===== config.mk =====
export PLATFORM = sky130hd
export DESIGN_NAME = conv_pass_scheduler
export DESIGN_NICKNAME = d
export VERILOG_FILES = /design/src/rtl/conv_sched_pkg.sv /design/src/rtl/conv_sched_counters.sv /design/src/rtl/conv_pass_scheduler.sv
export SDC_FILE = /design/constraint.sdc
export NUM_CORES = 1
export LEC_CHECK = 0
export CAP_MARGIN = 30
export CORE_MARGIN = 8
export CORE_UTILIZATION = 47
export CTS_CLUSTER_SIZE = 25
export DETAILED_ROUTE_END_ITERATION = 10
export PLACE_DENSITY = 0.77
export REMOVE_ABC_BUFFERS = 1
export SETUP_SLACK_MARGIN = 0.3
export SLEW_MARGIN = 5
export SYNTH_ARGS = -nofsm -noshare
export SYNTH_HDL_FRONTEND = slang
export SYNTH_SLANG_ARGS = --single-unit

===== constraint.sdc =====
create_clock -name clk -period 1.7 [get_ports clk]
set_clock_uncertainty 0.15 [all_clocks]
set_input_delay 0.34 -clock clk [delete_from_list [all_inputs] [get_ports clk]]
set_output_delay 0.34 -clock clk [all_outputs]
set_load 0.005 [all_outputs]

===== src/rtl/conv_sched_pkg.sv =====
// conv_sched_pkg: shared state encoding, command codes, default geometry and
// helpers for the convolution pass scheduler.
package conv_sched_pkg;

    localparam int KERNEL_SIZE_DEF  = 3;
    localparam int IMAGE_ROWS_DEF   = 8;
    localparam int NUM_FEATURES_DEF = 4;
    localparam int MAC_LATENCY_DEF  = 2;

    function automatic int taps_of(input int k);
        return k * k;
    endfunction

    function automatic int out_rows_of(input int rows, input int k);
        return rows - k + 1;
    endfunction

    localparam int TAPS     = taps_of(KERNEL_SIZE_DEF);
    localparam int OUT_ROWS = out_rows_of(IMAGE_ROWS_DEF, KERNEL_SIZE_DEF);

    localparam logic [1:0] CMD_NOP          = 2'b00;
    localparam logic [1:0] CMD_FETCH_TAP    = 2'b01;
    localparam logic [1:0] CMD_LOAD_FEATURE = 2'b10;

    typedef enum logic [2:0] {
        ST_IDLE   = 3'd0,
        ST_LOAD   = 3'd1,
        ST_CLEAR  = 3'd2,
        ST_FETCH  = 3'd3,
        ST_ACCUM  = 3'd4,
        ST_DRAIN  = 3'd5,
        ST_OUTPUT = 3'd6,
        ST_DONE   = 3'd7
    } state_t;

    // Saturating 32-bit increment used by the performance counters.
    function automatic logic [31:0] sat_inc32(input logic [31:0] v);
        return (v == 32'hFFFF_FFFF) ? v : v + 32'd1;
    endfunction

endpackage


===== src/rtl/conv_sched_counters.sv =====
// conv_sched_counters: nested tap / row / feature counters with last-flags.
// The scheduler FSM only issues clear and increment requests; wrap points are
// compared against parameter-derived limits rather than natural overflow.
module conv_sched_counters #(
    parameter int TAPS         = 9,
    parameter int OUT_ROWS     = 6,
    parameter int NUM_FEATURES = 4,
    parameter int TAP_W        = 4,
    parameter int ROW_W        = 3,
    parameter int IDX_W        = 2
) (
    input  logic             clk,
    input  logic             rst,
    input  logic             clr_all,
    input  logic             tap_clr,
    input  logic             tap_inc,
    input  logic             row_adv,
    output logic [TAP_W-1:0] tap_cnt,
    output logic [ROW_W-1:0] row_cnt,
    output logic [IDX_W-1:0] feat_cnt,
    output logic             tap_last,
    output logic             row_last,
    output logic             feat_last
);

    logic [TAP_W-1:0] tap_cnt_q,  tap_cnt_d;
    logic [ROW_W-1:0] row_cnt_q,  row_cnt_d;
    logic [IDX_W-1:0] feat_cnt_q, feat_cnt_d;

    assign tap_last  = (tap_cnt_q  == TAP_W'(TAPS - 1));
    assign row_last  = (row_cnt_q  == ROW_W'(OUT_ROWS - 1));
    assign feat_last = (feat_cnt_q == IDX_W'(NUM_FEATURES - 1));

    assign tap_cnt  = tap_cnt_q;
    assign row_cnt  = row_cnt_q;
    assign feat_cnt = feat_cnt_q;

    // Next-count logic: row advance wraps into the feature counter.
    always_comb begin
        tap_cnt_d  = tap_cnt_q;
        row_cnt_d  = row_cnt_q;
        feat_cnt_d = feat_cnt_q;
        if (clr_all) begin
            tap_cnt_d  = '0;
            row_cnt_d  = '0;
            feat_cnt_d = '0;
        end else begin
            if (tap_clr) begin
                tap_cnt_d = '0;
            end else if (tap_inc) begin
                tap_cnt_d = tap_cnt_q + TAP_W'(1);
            end
            if (row_adv) begin
                if (row_last) begin
                    row_cnt_d  = '0;
                    feat_cnt_d = feat_last ? '0 : feat_cnt_q + IDX_W'(1);
                end else begin
                    row_cnt_d = row_cnt_q + ROW_W'(1);
                end
            end
        end
    end

    // Counter registers.
    always_ff @(posedge clk or posedge rst) begin
        if (rst) begin
            tap_cnt_q  <= '0;
            row_cnt_q  <= '0;
            feat_cnt_q <= '0;
        end else begin
            tap_cnt_q  <= tap_cnt_d;
            row_cnt_q  <= row_cnt_d;
            feat_cnt_q <= feat_cnt_d;
        end
    end

endmodule


===== src/rtl/conv_pass_scheduler.sv =====
// conv_pass_scheduler: sequences one convolution pass of the kernel array.
// Issues LOAD_FEATURE / FETCH_TAP commands, strobes clear/accumulate into the
// kernel array, waits out the MAC latency and publishes each row with
// back-pressure. Optional macro CONV_SCHED_PERF_CNT_EN adds busy/stall
// cycle counters.
module conv_pass_scheduler
    import conv_sched_pkg::*;
#(
    parameter int KERNEL_SIZE  = KERNEL_SIZE_DEF,
    parameter int IMAGE_ROWS   = IMAGE_ROWS_DEF,
    parameter int NUM_FEATURES = NUM_FEATURES_DEF,
    parameter int MAC_LATENCY  = MAC_LATENCY_DEF,
    parameter int IDX_W        = 2,
    parameter int ROW_W        = 3,
    parameter int TAP_W        = 4
) (
    input  logic             clk,
    input  logic             rst,
    input  logic             start,
    input  logic             abort,
    output logic [1:0]       input_interface_cmd,
    input  logic [1:0]       input_interface_ack,
    output logic [TAP_W-1:0] tap_idx,
    output logic             kernel_array_clear,
    output logic             kernel_accum_en,
    output logic             kernel_calc_fin,
    input  logic             out_ready,
    output logic [IDX_W-1:0] feature_idx,
    output logic [ROW_W-1:0] feature_row,
    output logic             busy,
    output logic             pass_done
`ifdef CONV_SCHED_PERF_CNT_EN
    ,
    output logic [31:0]      busy_cycles,
    output logic [31:0]      stall_cycles
`endif
);

    localparam int N_TAPS   = taps_of(KERNEL_SIZE);
    localparam int N_ROWS   = out_rows_of(IMAGE_ROWS, KERNEL_SIZE);
    localparam int DRAIN_W  = (MAC_LATENCY > 1) ? $clog2(MAC_LATENCY) : 1;

    state_t             state_q, state_d;
    logic [DRAIN_W-1:0] drain_cnt_q, drain_cnt_d;

    logic             clr_all, tap_clr, tap_inc, row_adv;
    logic [TAP_W-1:0] tap_cnt;
    logic [ROW_W-1:0] row_cnt;
    logic [IDX_W-1:0] feat_cnt;
    logic             tap_last, row_last, feat_last;

    conv_sched_counters #(
        .TAPS         (N_TAPS),
        .OUT_ROWS     (N_ROWS),
        .NUM_FEATURES (NUM_FEATURES),
        .TAP_W        (TAP_W),
        .ROW_W        (ROW_W),
        .IDX_W        (IDX_W)
    ) u_counters (
        .clk       (clk),
        .rst       (rst),
        .clr_all   (clr_all),
        .tap_clr   (tap_clr),
        .tap_inc   (tap_inc),
        .row_adv   (row_adv),
        .tap_cnt   (tap_cnt),
        .row_cnt   (row_cnt),
        .feat_cnt  (feat_cnt),
        .tap_last  (tap_last),
        .row_last  (row_last),
        .feat_last (feat_last)
    );

    // Next-state, counter requests and state-decoded outputs; abort overrides
    // everything outside IDLE so the pass dies cleanly in one cycle.
    always_comb begin
        state_d             = state_q;
        drain_cnt_d         = drain_cnt_q;
        clr_all             = 1'b0;
        tap_clr             = 1'b0;
        tap_inc             = 1'b0;
        row_adv             = 1'b0;
        input_interface_cmd = CMD_NOP;
        tap_idx             = '0;
        kernel_array_clear  = 1'b0;
        kernel_accum_en     = 1'b0;
        kernel_calc_fin     = 1'b0;
        pass_done           = 1'b0;
        busy                = (state_q != ST_IDLE);
        feature_idx         = feat_cnt;
        feature_row         = row_cnt;

        unique case (state_q)
            ST_IDLE: ;
            ST_LOAD:   input_interface_cmd = CMD_LOAD_FEATURE;
            ST_CLEAR:  kernel_array_clear  = 1'b1;
            ST_FETCH: begin
                input_interface_cmd = CMD_FETCH_TAP;
                tap_idx             = tap_cnt;
            end
            ST_ACCUM:  kernel_accum_en = 1'b1;
            ST_DRAIN: ;
            ST_OUTPUT: kernel_calc_fin = 1'b1;
            ST_DONE:   pass_done = 1'b1;
            default: ;
        endcase

        if (abort && (state_q != ST_IDLE)) begin
            state_d     = ST_IDLE;
            drain_cnt_d = '0;
            clr_all     = 1'b1;
        end else begin
            unique case (state_q)
                ST_IDLE: begin
                    if (start && !abort) begin
                        state_d = ST_LOAD;
                        clr_all = 1'b1;
                    end
                end
                ST_LOAD: begin
                    if (input_interface_ack == CMD_LOAD_FEATURE) state_d = ST_CLEAR;
                end
                ST_CLEAR: begin
                    tap_clr = 1'b1;
                    state_d = ST_FETCH;
                end
                ST_FETCH: begin
                    if (input_interface_ack == CMD_FETCH_TAP) state_d = ST_ACCUM;
                end
                ST_ACCUM: begin
                    if (tap_last) begin
                        drain_cnt_d = '0;
                        state_d     = ST_DRAIN;
                    end else begin
                        tap_inc = 1'b1;
                        state_d = ST_FETCH;
                    end
                end
                ST_DRAIN: begin
                    if (drain_cnt_q == DRAIN_W'(MAC_LATENCY - 1)) begin
                        state_d = ST_OUTPUT;
                    end else begin
                        drain_cnt_d = drain_cnt_q + DRAIN_W'(1);
                    end
                end
                ST_OUTPUT: begin
                    if (out_ready) begin
                        if (row_last && feat_last) begin
                            clr_all = 1'b1;
                            state_d = ST_DONE;
                        end else begin
                            row_adv = 1'b1;
                            state_d = row_last ? ST_LOAD : ST_CLEAR;
                        end
                    end
                end
                ST_DONE:   state_d = ST_IDLE;
                default:   state_d = ST_IDLE;
            endcase
        end
    end

    // State and drain-counter registers.
    always_ff @(posedge clk or posedge rst) begin
        if (rst) begin
            state_q     <= ST_IDLE;
            drain_cnt_q <= '0;
        end else begin
            state_q     <= state_d;
            drain_cnt_q <= drain_cnt_d;
        end
    end

`ifdef CONV_SCHED_PERF_CNT_EN
    logic [31:0] busy_cycles_q,  busy_cycles_d;
    logic [31:0] stall_cycles_q, stall_cycles_d;
    logic        stall_now;

    assign busy_cycles  = busy_cycles_q;
    assign stall_cycles = stall_cycles_q;

    // Busy/stall accounting; both restart when a new pass is accepted.
    always_comb begin
        busy_cycles_d  = busy_cycles_q;
        stall_cycles_d = stall_cycles_q;
        stall_now = ((state_q == ST_FETCH)  && (input_interface_ack != CMD_FETCH_TAP))    ||
                    ((state_q == ST_LOAD)   && (input_interface_ack != CMD_LOAD_FEATURE)) ||
                    ((state_q == ST_OUTPUT) && !out_ready);
        if ((state_q == ST_IDLE) && start && !abort) begin
            busy_cycles_d  = '0;
            stall_cycles_d = '0;
        end else begin
            if (state_q != ST_IDLE) busy_cycles_d  = sat_inc32(busy_cycles_q);
            if (stall_now)          stall_cycles_d = sat_inc32(stall_cycles_q);
        end
    end

    // Performance counter registers.
    always_ff @(posedge clk or posedge rst) begin
        if (rst) begin
            busy_cycles_q  <= '0;
            stall_cycles_q <= '0;
        end else begin
            busy_cycles_q  <= busy_cycles_d;
            stall_cycles_q <= stall_cycles_d;
        end
    end
`endif

endmodule


==> results.sh, run 1 <==
export IMPL_status="stopped before the end"
export IMPL_haltStage="global routing"
export IMPL_stop_error="[ERROR DPL-0033] detailed placement checks failed during check placement."
export IMPL_synth_xor_area_share=0.0391
export IMPL_async_flop_share=1.00
export IMPL_yosys_area_top_type="dfrtp_1"
export IMPL_synth_main_ff_cell="dfrtp_1"
export IMPL_syn_inst=105
export IMPL_ctsLongestPathBuffers=2
export IMPL_synth_top_family_by_area="simple AND/OR/NAND/NOR gates"
export IMPL_initial_utilization=0.508
export IMPL_rows=15
export IMPL_die_w_um=59.7
export IMPL_die_h_um=59.7
export IMPL_syn_cell_area_um2=896
export IMPL_cts_max_level=1
export IMPL_synth_fa_ha_area_frac=0.0419
export IMPL_port_buffers=22
export IMPL_top_level_ports=23
export IMPL_hold_buffers=0
export IMPL_place_congestion=0.863
export IMPL_worst_endpoint="u_counters.tap_cnt[3]$_DFFE_PP0P_/D"
export IMPL_yosysWarnings=0
export IMPL_dp_hpwl_um=1770
export IMPL_grt_max_degree=14
export IMPL_avgSynthCellArea_um2=8.53
export IMPL_synthMuxAreaShare=0.0349
export IMPL_synth_top_cell_area_share=0.363
export IMPL_post_place_cells=167
export IMPL_antenna_found_initial=0
export IMPL_synthTopCellsByArea="dfrtp_1 36%, nor2_1 6.7%, ha_1 4.2%, nand2_1 4.2%, and3_1 3.5%"
export IMPL_synth_seq_cells=13
export IMPL_worstEpCategory="sequential cell input"
export IMPL_cts_buffers=3
export IMPL_placed_area_um2=1270
export IMPL_cts_sinks=13
export IMPL_ys_seq_area_frac=0.363
export IMPL_synth_edf_count=0
export IMPL_synthSimpleGateAreaFrac=0.302
export IMPL_synth_cell_types=41
export IMPL_synth_compound_area_frac=0.162
export IMPL_cts_root_buffer="clkbuf_4"
export IMPL_dp_slack_ps=-351
cells in the mapped netlist, drive strengths merged, types with 2 or more instances:
| cell type | instances |
|---|---|
| nor2 | 16 |
| dfrtp | 13 |
| nand2 | 12 |
| inv | 7 |
| a21oi | 5 |
| and3 | 5 |
| o21ai | 4 |
| buf | 3 |
| ha | 3 |
| clkbuf | 2 |
| mux2i | 2 |
| nand4 | 2 |
| nand4b | 2 |
| nor2b | 2 |
| nor3 | 2 |
| o211ai | 2 |
| o22ai | 2 |
| xnor2 | 2 |
| xor2 | 2 |
cells by family after synthesis:
family                   count (synthesis)
buffers and inverters                   12
XOR/XNOR                                 4
adder cells (fa/ha/maj)                  3
AND/OR/NAND/NOR                         50
AO/OA/AOI/OAI                           20
flip-flops                              13
multiplexers                             3
timing repair:
item,4_1_cts
pin swaps,22
buffers inserted,26
endpoints found under the setup margin,29
gates resized for setup,89
metrics by stage:
stage                     hold WS, ps  TNS [ps]
after global placement            341     -3040
after CTS                         250     -1610
after detailed placement          333     -3260
after floorplan                  67.0         0
==> run 2: changes to the inputs <==
--- a/config.mk
+++ b/config.mk
@@ -6,13 +6,11 @@
 export NUM_CORES = 1
 export LEC_CHECK = 0
 export CAP_MARGIN = 30
-export CORE_MARGIN = 8
-export CORE_UTILIZATION = 47
-export CTS_CLUSTER_SIZE = 25
+export CORE_AREA = 8 8 69 71
 export DETAILED_ROUTE_END_ITERATION = 10
-export PLACE_DENSITY = 0.77
+export DIE_AREA = 0 0 77 79
+export PLACE_DENSITY_LB_ADDON = 0.15
 export REMOVE_ABC_BUFFERS = 1
-export SETUP_SLACK_MARGIN = 0.3
 export SLEW_MARGIN = 5
 export SYNTH_ARGS = -nofsm -noshare
 export SYNTH_HDL_FRONTEND = slang
==> run 2 against run 1 <==
  * The flow now finishes, with violations (setup timing)
  * Synthesized cell count unchanged
  * Area after synthesis unchanged
==> results.sh, run 2 <==
export IMPL_nFillCells=420
export IMPL_async_flop_share=1.00
export IMPL_clock_fmax_mhz=574
export IMPL_clk_pin_slew_ps=60
export IMPL_max_slew_margin_rel=0.798
export IMPL_fin_util=0.386
export IMPL_synth_main_ff_cell="dfrtp_1"
export IMPL_wire_per_inst_um=13.2
export IMPL_via_per_inst=4.58
export IMPL_power_w=0.00158
export IMPL_areaGrowthSynthToFinish_pct=63.8
export IMPL_avgSynthCellArea_um2=8.53
export IMPL_leakage_nw=0.702
export IMPL_dp_hpwl_um=2030
export IMPL_track_usage=0.0945
export IMPL_multi_input_area_um2=581
export IMPL_die_h_um=79
export IMPL_dr_pass1_iters=4
export IMPL_hold_ws_ps=234
export IMPL_place_congestion=0.774
export IMPL_violations="setup timing"
export IMPL_dp_slack_ps=-368
export IMPL_layout_commonest_cell="buf_4"
export IMPL_yosysMostFrequentCell="nor2_1"
export IMPL_path_class="register to output port"
export IMPL_slew_viol_final=0
export IMPL_port_buffers=22
export IMPL_first_iter_violations=49
export IMPL_grt_max_degree=14
export IMPL_initial_utilization=0.236
export IMPL_hold_viol=0
export IMPL_synth_cell_types=41
export IMPL_ir_drop_mv=0.529
export IMPL_top_level_ports=23
export IMPL_finalWirelength_um=2720
export IMPL_final_nets=167
export IMPL_grt_ovfl_total=0
export IMPL_ant_nets=0
export IMPL_seqCellArea_um2=329
export IMPL_arrival_ps=1250
export IMPL_synthTopCellsByArea="dfrtp_1 36%, nor2_1 6.7%, ha_1 4.2%, nand2_1 4.2%, and3_1 3.5%"
export IMPL_yosysWarnings=0
export IMPL_cts_sinks=13
export IMPL_antenna_cells=0
export IMPL_critical_path_required_ps=1210
export IMPL_synth_top_cell_area_share=0.363
export IMPL_grt_setup_unrepaired="yes"
export IMPL_min_period_ps=1740
export IMPL_final_critical_path_setup_slack_ps=-42.2
export IMPL_vias=943
export IMPL_ctsLongestPathBuffers=2
export IMPL_die_area_um2=6080
export IMPL_setup_viol=2
export IMPL_die_w_um=77
export IMPL_maxCapViolations=0
export IMPL_antenna_found_initial=0
export IMPL_syn_cell_area_um2=896
export IMPL_synth_edf_count=0
export IMPL_cts_buffers=3
export IMPL_ys_seq_area_frac=0.363
export IMPL_final_cells=206
export IMPL_power_density_nw_per_um2=1070
export IMPL_worstSkewPairLatency_ps=240
export IMPL_design_core_area_um2=3800
export IMPL_worst_path_max_fanout=5
export IMPL_rows=23
export IMPL_hold_path_class="input pin to async pin"
export IMPL_post_place_cells=195
export IMPL_status="finished with violations"
export IMPL_drive_above_1_share=0.410
export IMPL_route_detailed_drc=0
export IMPL_cts_max_level=1
export IMPL_cts_tree="yes"
export IMPL_critPathLaunchType="register"
export IMPL_critPathCaptureType="output port"
export IMPL_largest_reg_flops=4
export IMPL_fin_crit_sh=1.02
export IMPL_most_common_layout_cells="23 x buf_4, 15 x nor2_1, 10 x dfrtp_1"
export IMPL_worst_pin_slew_ps=303
export IMPL_grt_pass1_vias=987
export IMPL_syn_inst=105
export IMPL_ys_top_cells_by_count="16 x nor2_1, 13 x dfrtp_1, 10 x nand2_1"
export IMPL_synth_seq_cells=13
export IMPL_cts_root_buffer="clkbuf_8"
export IMPL_grt_pass1_wl_um=4770
export IMPL_yosys_area_top_type="dfrtp_1"
run 2: cell counts after synthesis:
No cell type changed its count.
run 2: final timing paths:
check	start	endpoint	slack, ps	depth (start not counted)
worst max-delay path	state_q[2]$_DFFE_PP0P_	kernel_accum_en	-40	4
worst min-delay path	rst	drain_cnt_q$_DFFE_PP0P_	230	3
worst max register to register	state_q[2]$_DFFE_PP0P_	state_q[2]$_DFFE_PP0P_	10	7
worst min register to register	drain_cnt_q$_DFFE_PP0P_	drain_cnt_q$_DFFE_PP0P_	390	1
max in group asynchronous	rst	u_counters.tap_cnt[0]$_DFFE_PP0P_	980	3
min in group clk	drain_cnt_q$_DFFE_PP0P_	drain_cnt_q$_DFFE_PP0P_	390	1
run 2: final cells by class:
cell class,count,area share
clock buffer,4,0.0307
inverter,7,0.0179
multi-input combinational,80,0.396
sequential,13,0.224
tap,50,0.0426
timing repair buffer,52,0.289
run 2: critical path, stage by stage (launching register included):
cell	delay (ps)
dfrtp_2	470
buf_6	140
and2b_1	150
and2_1	130
buf_2	120
run 2: repair_timing:
item,in CTS,in global routing
setup endpoints to repair,17,20
hold endpoints to repair,0,0
setup buffers,4,3
pin swaps,8,11
hold buffers,0,0
resized for setup,58,11
run 2: report_power, final:
| group | switching (W) | internal (W) |
|---|---|---|
| combinational | 0.000432 | 0.000463 |
| sequential | 0.0000562 | 0.000350 |
| clock | 0.000111 | 0.000165 |
run 2: cells by family (layout without fill, tap and decap cells):
kind of cell	count (synthesis)	count (layout)	share of synthesized area
muxes	3	3	0.0349
DFF	13	13	0.363
and+or+nand+nor	50	50	0.302
adders and majority gates	3	3	0.0419
buffers and inverters	12	63	0.0573
xor gates and xnor gates	4	4	0.0391
AOI/OAI and AO/OA	20	20	0.162
run 2: per-layer routing:
metal / GRT usage / vias to the layer above / share of wire
met5: 0 / - / 0
met4: 0.0358 / 0 / 0.016
met3: 0.0339 / 4 / 0.041
met2: 0.158 / 13 / 0.50
met1: 0.109 / 456 / 0.45
li1: - / 470 / -
run 2: metrics by stage:
stage	area, µm²	setup TNS (ps)
after CTS	1400	-87.6
final	1470	-56.7
after floorplan	871	0
after detailed placement	1330	-3870
after global placement	1330	-3390
after global routing	1470	-656
Note: power is estimated with default switching activity, not from simulation.
==> run 3: changes to the inputs <==
--- a/config.mk
+++ b/config.mk
@@ -14,4 +14,5 @@
 export SLEW_MARGIN = 5
 export SYNTH_ARGS = -nofsm -noshare
 export SYNTH_HDL_FRONTEND = slang
+export SYNTH_HIERARCHICAL = 1
 export SYNTH_SLANG_ARGS = --single-unit
==> run 3 against run 2 <==
  * The run still ends with setup timing left
  * Sequential share of layout area decreased by 4.5 points
  * Sequential power shrank 14%
  * Worst setup slack worse by 110 ps
  * Critical path type unchanged
==> results.sh, run 3 <==
export IMPL_ys_top_cells_by_count="13 x dfrtp_1, 11 x nor2_1, 9 x inv_1"
export IMPL_synth_edf_count=0
export IMPL_worst_r2r_path_depth=6
export IMPL_final_critical_path_setup_slack_ps=-148
export IMPL_setup_viol=14
export IMPL_cts_root_buffer="clkbuf_8"
export IMPL_hold_buffers=0
export IMPL_power_w=0.00151
export IMPL_yosys_area_top_type="dfrtp_1"
export IMPL_slew_viol_final=0
export IMPL_post_place_cells=214
export IMPL_die_h_um=79
export IMPL_cts_tree="yes"
export IMPL_seqCellArea_um2=329
export IMPL_drive_above_1_share=0.554
export IMPL_die_area_um2=6080
export IMPL_avgSynthCellArea_um2=8.91
export IMPL_port_buffers=22
export IMPL_final_cells=234
export IMPL_async_flop_share=1.00
export IMPL_hold_ws_ps=152
export IMPL_ys_seq_area_frac=0.315
export IMPL_clk_pin_slew_ps=60
export IMPL_areaGrowthSynthToFinish_pct=77.4
export IMPL_worst_path_max_fanout=4
export IMPL_dr_pass1_iters=4
export IMPL_critical_path_required_ps=1210
export IMPL_die_w_um=77
export IMPL_leakage_nw=0.896
export IMPL_finalWirelength_um=3030
export IMPL_critPathLaunchType="register"
export IMPL_antenna_found_initial=0
export IMPL_clock_fmax_mhz=541
export IMPL_power_density_nw_per_um2=822
export IMPL_dp_hpwl_um=2210
export IMPL_status="finished with violations"
export IMPL_layout_commonest_cell="buf_4"
export IMPL_nFillCells=376
export IMPL_yosysWarnings=6
export IMPL_gr_usage_met3=0.0384
export IMPL_worstSkewPairLatency_ps=240
export IMPL_syn_cell_area_um2=1030
export IMPL_yosysMostFrequentCell="dfrtp_1"
export IMPL_grt_pass1_vias=1038
export IMPL_ir_drop_mv=0.426
export IMPL_place_congestion=0.752
export IMPL_hold_path_class="input pin to async pin"
export IMPL_rows=23
export IMPL_via_per_inst=4.68
export IMPL_ant_nets=0
export IMPL_syn_inst=116
export IMPL_synth_main_ff_cell="dfrtp_1"
export IMPL_max_slew_margin_rel=0.745
export IMPL_path_class="register to output port"
export IMPL_largest_reg_flops=4
export IMPL_violations="setup timing"
export IMPL_hold_viol=0
export IMPL_synthTopCellsByArea="dfrtp_1 31%, nor2_1 4.0%, ha_1 3.6%, inv_1 3.3%, and3_1 3.0%"
export IMPL_ctsLongestPathBuffers=2
export IMPL_fin_crit_sh=1.09
export IMPL_maxCapViolations=0
export IMPL_grt_busiest_layer="met2"
export IMPL_most_common_layout_cells="33 x buf_4, 19 x buf_6, 10 x dfrtp_1"
export IMPL_synth_seq_cells=13
export IMPL_vias=1094
export IMPL_cts_buffers=3
export IMPL_cts_max_level=1
export IMPL_gr_usage_met1=0.116
export IMPL_critPathCaptureType="output port"
export IMPL_min_period_ps=1850
export IMPL_grtUsageMet2=0.181
export IMPL_synth_top_cell_area_share=0.315
export IMPL_rr_startpoint="state_q[0]$_DFFE_PP0P_"
export IMPL_antenna_cells=0
export IMPL_first_iter_violations=61
export IMPL_synth_cell_types=47
export IMPL_grt_ovfl_total=0
export IMPL_route_detailed_drc=0
export IMPL_multi_input_area_um2=734
export IMPL_r2r_end="u_counters/feat_cnt[0]$_DFFE_PP0P_"
export IMPL_grt_max_degree=17
export IMPL_initial_utilization=0.272
export IMPL_grt_setup_unrepaired="yes"
export IMPL_wire_per_inst_um=12.9
export IMPL_cts_sinks=13
export IMPL_top_level_ports=23
export IMPL_design_core_area_um2=3800
export IMPL_worst_pin_slew_ps=382
export IMPL_final_nets=195
export IMPL_track_usage=0.101
export IMPL_setup_tns_final_ps=-930
export IMPL_arrival_ps=1360
export IMPL_reg2reg_setup_slack_ps=-110
export IMPL_grt_pass1_wl_um=5110
run 3: critical path, cell delays in order (launching register included):
cell and delay [ps]:
dfrtp_2 430, buf_6 130, and2b_4 160, buf_6 110
and3_4 170, buf_6 110
run 3: layout make-up:
type                    count  share of cell area
well taps                  50              0.0341
multi-input cells          87               0.401
clock buffers               4              0.0246
inverters                  10              0.0218
flip-flops and latches     13               0.180
repair buffers             70               0.339
run 3: per-stage QoR:
stage / area [µm²] / setup slack (ps) / util
after CTS: 1770 / -164 / 0.466
after global placement: 1500 / -348 / 0.396
final: 1830 / -148 / 0.483
after floorplan: 981 / -446 / -
after detailed placement: 1500 / -375 / 0.396
after global routing: 1830 / -219 / 0.483
run 3: worst max-delay path by stage:
| stage | from | to | slack, ps | depth (start not counted) |
|---|---|---|---|---|
| floorplan | u_counters/tap_cnt[0]$_DFFE_PP0P_ | u_counters/tap_cnt[3]$_DFFE_PP0P_ | -450 | 6 |
| global placement | abort | u_counters/tap_cnt[3]$_DFFE_PP0P_ | -350 | 5 |
| detailed placement | abort | u_counters/tap_cnt[3]$_DFFE_PP0P_ | -370 | 5 |
| CTS | state_q[0]$_DFFE_PP0P_ | tap_idx[0] | -160 | 5 |
| global route | u_counters/tap_cnt[0]$_DFFE_PP0P_ | u_counters/tap_cnt[1]$_DFFE_PP0P_ | -220 | 8 |
| finish | state_q[0]$_DFFE_PP0P_ | tap_idx[0] | -150 | 5 |
run 3: timing repair:
item,CTS,global route
cloned,0,0
buffers inserted,15,2
setup endpoints to repair,27,24
resized for setup,82,16
pin swaps,15,6
endpoints found under the hold margin,0,0
run 3: metal layers:
| layer | up-vias | routed length, µm |
|---|---|---|
| li1 | 550 | - |
| met1 | 523 | 1320 |
| met2 | 19 | 1540 |
| met3 | 2 | 158 |
| met4 | 0 | 7 |
| met5 | - | 0 |
run 3: cells by family after synthesis:
family | after synthesis | share of synthesized area
muxes | 4 | 0.0448
buffers and inverters | 16 | 0.0896
adders and majority gates | 3 | 0.0363
DFF | 13 | 0.315
AOI/OAI and AO/OA | 27 | 0.186
and+or+nand+nor | 50 | 0.303
xor gates and xnor gates | 3 | 0.0254
run 3: where the power goes:
| part | switching, W | total [W] | internal (W) |
|---|---|---|---|
| clock network | 0.000109 | 0.000274 | 0.000165 |
| logic | 0.000370 | 0.000883 | 0.000513 |
| registers | 0.0000213 | 0.000350 | 0.000329 |
